===== src/rtl/doodle_motion_ctrl.sv =====
// Vertical motion and world-scroll controller for the doodle character.
// Handles jump, gravity, landing scroll, score accumulation and game over.
module doodle_motion_ctrl #(
   parameter logic [9:0] LAND_Y      = 10'd425,
   parameter logic [4:0] JUMP_SPEED  = 5'd20,
   parameter logic [4:0] GRAVITY     = 5'd1,
   parameter logic [4:0] MAX_FALL    = 5'd20,
   parameter logic [9:0] SCROLL_STEP = 10'd8,
   parameter logic [9:0] DEATH_Y     = 10'd441
) (
   input  logic        clk,
   input  logic        rst,
   input  logic        start,
   input  logic        frame_tick,
   input  logic        bump,
   input  logic [9:0]  movement,
   output logic [9:0]  doodle_y,
   output logic [4:0]  speed_y,
   output logic        fly,
   output logic [2:0]  state,
   output logic        scroll_en,
   output logic [9:0]  scroll_dy,
   output logic [15:0] score,
   output logic        game_over
);

   localparam logic [2:0] ST_IDLE   = 3'd0;
   localparam logic [2:0] ST_RISE   = 3'd1;
   localparam logic [2:0] ST_FALL   = 3'd2;
   localparam logic [2:0] ST_SCROLL = 3'd3;
   localparam logic [2:0] ST_OVER   = 3'd4;

   logic [2:0]  state_q, state_d;
   logic [9:0]  doodle_y_q, doodle_y_d;
   logic [4:0]  speed_y_q, speed_y_d;
   logic        fly_q, fly_d;
   logic        scroll_en_q, scroll_en_d;
   logic [9:0]  scroll_dy_q, scroll_dy_d;
   logic [15:0] score_q, score_d;
   logic        game_over_q, game_over_d;
   logic [9:0]  remaining_q, remaining_d;

   logic [10:0] fall_sum;
   logic [5:0]  fall_speed;
   logic [9:0]  step;
   logic [16:0] score_sum;

   // Widened sums so the death test and the clamps see the carry.
   assign fall_sum   = {1'b0, doodle_y_q} + {6'd0, speed_y_q};
   assign fall_speed = {1'b0, speed_y_q} + {1'b0, GRAVITY};
   assign step       = (remaining_q < SCROLL_STEP) ? remaining_q : SCROLL_STEP;
   assign score_sum  = {1'b0, score_q} + {7'd0, step};

   always_comb begin
      // NOTE: every next-state signal gets a hold default first so no path leaves it unassigned and no latch is inferred.
      state_d     = state_q;
      doodle_y_d  = doodle_y_q;
      speed_y_d   = speed_y_q;
      fly_d       = fly_q;
      score_d     = score_q;
      game_over_d = game_over_q;
      remaining_d = remaining_q;
      scroll_en_d = 1'b0;
      scroll_dy_d = 10'd0;

      case (state_q)
         ST_IDLE, ST_OVER: begin
            if (start) begin
               state_d     = ST_RISE;
               doodle_y_d  = LAND_Y;
               speed_y_d   = JUMP_SPEED;
               fly_d       = 1'b1;
               score_d     = 16'd0;
               game_over_d = 1'b0;
            end
         end

         ST_RISE: begin
            if (frame_tick) begin
               doodle_y_d = (doodle_y_q > {5'd0, speed_y_q}) ?
                            doodle_y_q - {5'd0, speed_y_q} : 10'd0;
               if (speed_y_q <= GRAVITY) begin
                  speed_y_d = 5'd0;
                  fly_d     = 1'b0;
                  state_d   = ST_FALL;
               end else begin
                  speed_y_d = speed_y_q - GRAVITY;
               end
            end
         end

         ST_FALL: begin
            if (frame_tick) begin
               if (bump) begin
                  doodle_y_d  = (LAND_Y > movement) ? LAND_Y - movement : 10'd0;
                  speed_y_d   = 5'd0;
                  remaining_d = movement;
                  if (movement == 10'd0) begin
                     state_d   = ST_RISE;
                     speed_y_d = JUMP_SPEED;
                     fly_d     = 1'b1;
                  end else begin
                     state_d = ST_SCROLL;
                  end
               end else if (fall_sum > {1'b0, DEATH_Y}) begin
                  state_d     = ST_OVER;
                  game_over_d = 1'b1;
               end else begin
                  doodle_y_d = fall_sum[9:0];
                  speed_y_d  = (fall_speed > {1'b0, MAX_FALL}) ? MAX_FALL : fall_speed[4:0];
               end
            end
         end

         ST_SCROLL: begin
            if (frame_tick) begin
               scroll_en_d = 1'b1;
               scroll_dy_d = step;
               doodle_y_d  = doodle_y_q + step;
               remaining_d = remaining_q - step;
               score_d     = score_sum[16] ? 16'hFFFF : score_sum[15:0];
               if (remaining_q == step) begin
                  state_d   = ST_RISE;
                  speed_y_d = JUMP_SPEED;
                  fly_d     = 1'b1;
               end
            end
         end

         default: state_d = ST_IDLE;
      endcase
   end

   // NOTE: state registers use non-blocking assignments so every flop samples pre-edge values.
   always_ff @(posedge clk) begin
      if (!rst) begin
         state_q     <= ST_IDLE;
         doodle_y_q  <= LAND_Y;
         speed_y_q   <= 5'd0;
         fly_q       <= 1'b0;
         scroll_en_q <= 1'b0;
         scroll_dy_q <= 10'd0;
         score_q     <= 16'd0;
         game_over_q <= 1'b0;
         remaining_q <= 10'd0;
      end else begin
         state_q     <= state_d;
         doodle_y_q  <= doodle_y_d;
         speed_y_q   <= speed_y_d;
         fly_q       <= fly_d;
         scroll_en_q <= scroll_en_d;
         scroll_dy_q <= scroll_dy_d;
         score_q     <= score_d;
         game_over_q <= game_over_d;
         remaining_q <= remaining_d;
      end
   end

   assign state     = state_q;
   assign doodle_y  = doodle_y_q;
   assign speed_y   = speed_y_q;
   assign fly       = fly_q;
   assign scroll_en = scroll_en_q;
   assign scroll_dy = scroll_dy_q;
   assign score     = score_q;
   assign game_over = game_over_q;

endmodule


===== config.mk =====
export PLATFORM = sky130hd
export DESIGN_NAME = doodle_motion_ctrl
export DESIGN_NICKNAME = d
export VERILOG_FILES = /design/src/rtl/doodle_motion_ctrl.sv
export SDC_FILE = /design/constraint.sdc
export NUM_CORES = 1
export LEC_CHECK = 0
export CORE_AREA = 3 3 121 88
export CTS_CLUSTER_SIZE = 12
export DETAILED_ROUTE_END_ITERATION = 8
export DIE_AREA = 0 0 124 91
export MAX_ROUTING_LAYER = met4
export PLACE_DENSITY = 0.72
export SLEW_MARGIN = 20
export SYNTH_ARGS = -nofsm -noshare
export SYNTH_HDL_FRONTEND = slang
export SYNTH_SLANG_ARGS = --single-unit

===== constraint.sdc =====
create_clock -name clk -period 5.7 [get_ports clk]
set_input_delay 0.855 -clock clk [delete_from_list [all_inputs] [get_ports clk]]
set_output_delay 0.855 -clock clk [all_outputs]
set_load 0.01 [all_outputs]

==> results.cfg <==
[outcome]
outcome = complete, no violations

[worst_setup_path]
required_ps = 5940
crit_buf_inv = 0
crit_end = score[14]
reg2reg_slack_ps = 1850
crit_path_cell_trace = nor3_1 > and2_1 > nor2b_1 > and2_1 > ha_1 > fa_1 > a21o_1 > a21oi_1 > o21bai_1 > a211oi_1 > nor3_1 > a31oi_1 > a211oi_1
cp_slowest_cell = nor3_1
cp.arrival_ps = 4090
start_kind = flop
critPathKind = flop to flop
regToRegEndpoint = score[14]
endpoint_kind = flop
rr_worst_depth = 13
startpoint = remaining_q[4]
crit_family = simple AND/OR/NAND/NOR gates
reg2reg_from = remaining_q[4]
crit_cells = 13
cp_max_fo = 10
max_stage_delay_ps = 600

[logic_synthesis]
synth-main-ff-cell = dfxtp_1
synth_top_cell_area_share_pct = 23.95
syn_area_mm2 = 0.004765
synth-seq-cells = 57
synth-seq-area-share_pct = 23.95
ys_async_sr_fraction_pct = 0
syn_avg_cell_area_um2 = 7.915
ys_types = 73
synthCells = 602
synth_top_cell_by_area = dfxtp_1
ys.warnings.count = 0
ys_top_cells_by_area = dfxtp_1 24%, ha_1 9.2%, a21oi_1 5.6%
synth-edff-count = 0

[clock_tree]
numCtsBuffers = 9
cts_resized = 0
post-cts-setup-buffers = 0
htreeDepth = 3
path_clk_slew_ps = 60
cts_sinks = 57
clock_latency_ps = 330
cts_tree = built
ctsHoldBuffers = 0
root_buffer = clkbuf_16
cts.path.max_buffers = 2

[sta]
fin_crit_sh_pct = 67.48
min_period_ps = 3846
tightest_slew_ps = 896.1
clock_skew_ps = 12.35
hold_viol_final = 0
slew_viol_final = 0
fin_ws_ps = 1854
max_slew_margin_pct = 39.80
fmax_mhz = 260.0
tns_ps = 0
rsz0062_at_grt = false
setup_viol_count_final = 0
holdWs_ps = 447.7

[global_routing]
grt_max_degree = 26
antenna_found_initial = 0
grt_util_all_layers_pct = 26.23
grt_pass1_wl_mm = 22.78
grt_overflow = 0
grt_pass1_vias = 4390

[finish]
syn2layout_area_growth_pct = 21.17
instances_no_fill = 792
fillers = 897
layout_common_cells = 61 x clkdlybuf4s50_1, 57 x dfxtp_1, 52 x a21oi_1
final_common_cell = clkdlybuf4s50_1
seqCellArea_mm2 = 0.001141
post-route-util_pct = 60.08
antenna_cells = 0
final_nets = 713
drive_gt1_share_pct = 5.271
multiInputGateArea_mm2 = 0.003450

[route]
viasPerCell = 6.309
dr.pass1.iters = 5
vias = 4997
wirelength_mm = 14.35
ant_nets = 0
route.detailed.drc = 0
drtIter0Drc = 546
post_drt_wl_per_cell_um = 18.12

[power_and_ir_drop]
leakage_nw = 2.236
power_density_mw_per_mm2 = 476.2
max-vdd-ir-drop_v = 0.0002307

[floorplanning]
dieArea_mm2 = 0.01128
dieHeight_um = 91
die_w_um = 124
core-area_mm2 = 0.009609
initial_core_util_pct = 49.58
io_pins = 62
rows = 30

[place]
gp_congestion = 0.9560
portBuffers = 61
dp_slack_ps = 2001
place_inst = 776
hpwl_mm = 10.82

[flow_run]
drv_cap = 0

[min_path]
hp-start = game_over
hold_class = flop to flop
area by class of cell:
class / count / share of cell area (%)
sequential: 57 / 19.77
clock inverter: 7 / 1.344
multi-input combinational: 503 / 59.75
inverter: 25 / 1.625
timing repair buffer: 63 / 10.84
clock buffer: 9 / 3.901
tap: 128 / 2.774
sequential cells by signal, indices dropped and copies added (netlist names):
signal       count
score           16
doodle_y        10
remaining_q     10
scroll_dy       10
speed_y          5
state            3
fly              1
game_over        1
scroll_en        1
synthesized netlist by cell type (3+ instances only):
master,number
a2111oi_0,3
a211o_1,3
a211oi_1,13
a21o_1,12
a21oi_1,53
a221o_1,3
a221oi_1,10
a311oi_1,5
a31oi_1,6
a41oi_1,4
and2_1,4
and3_1,10
buf_2,4
clkbuf_1,26
dfxtp_1,57
fa_1,4
ha_1,35
inv_1,24
mux2i_1,4
nand2_1,47
nand2b_1,5
nand3_1,11
nand3b_1,4
nand4_1,6
nor2_1,43
nor2b_1,11
nor3_1,22
nor3b_1,3
nor4b_1,3
o211ai_1,8
o21a_1,10
o21ai_0,28
o21bai_1,5
o221ai_1,3
o22a_1,3
o22ai_1,7
o31a_1,4
o31ai_1,9
o32ai_1,5
or2_2,5
or3_1,7
or4_1,4
xnor2_1,20
xor2_1,12
metrics by stage:
| step | instance area, um^2 | power (W) |
|---|---|---|
| 2_1_floorplan | 4825 | 0.001735 |
| 3_3_place_gp | 5466 | 0.002125 |
| 3_5_place_dp | 5466 | 0.002155 |
| 4_1_cts | 5769 | 0.002713 |
| 5_1_grt | 5773 | 0.002929 |
| 6_report | 5773 | 0.002749 |
power breakdown:
group | leakage [nW] | switching (W) | internal, W
clock network | 0.146 | 0.000210 | 0.000342
logic | 1.62 | 0.000911 | 0.000636
registers | 0.465 | 0.000178 | 0.000473
worst min-delay path by stage:
stage                      to  depth (start not counted)
6_report            game_over                          2
3_3_place_gp        game_over                          2
5_1_grt             game_over                          2
3_5_place_dp        game_over                          2
4_1_cts             game_over                          2
2_1_floorplan  remaining_q[9]                          2
per-layer routing:
metal | track usage (%) | vias to the layer above | wire length (um)
met1 | 39.92 | 2356 | 6952
met4 | 6.381 | 0 | 219
met3 | 6.912 | 19 | 1403
met5 | - | - | 0
li1 | - | 2371 | -
met2 | 33.96 | 251 | 5776
tightest hold or removal path, stage by stage, from the launching register on:
cell and delay (ps):
dfxtp_1 310, inv_1 50, a21oi_1 50
cells by family after synthesis:
kind of cell    count (synthesis)  share of synthesized area (%)
simple gates                  192                          20.27
buf+inv                        58                          4.989
mux                             4                         0.8404
compound gates                218                          33.04
xor+xnor                       32                          5.882
flops                          57                          23.95
other cells                     2                         0.1576
fa+ha+maj                      39                          10.87
Power figures use the tool's default switching activity.
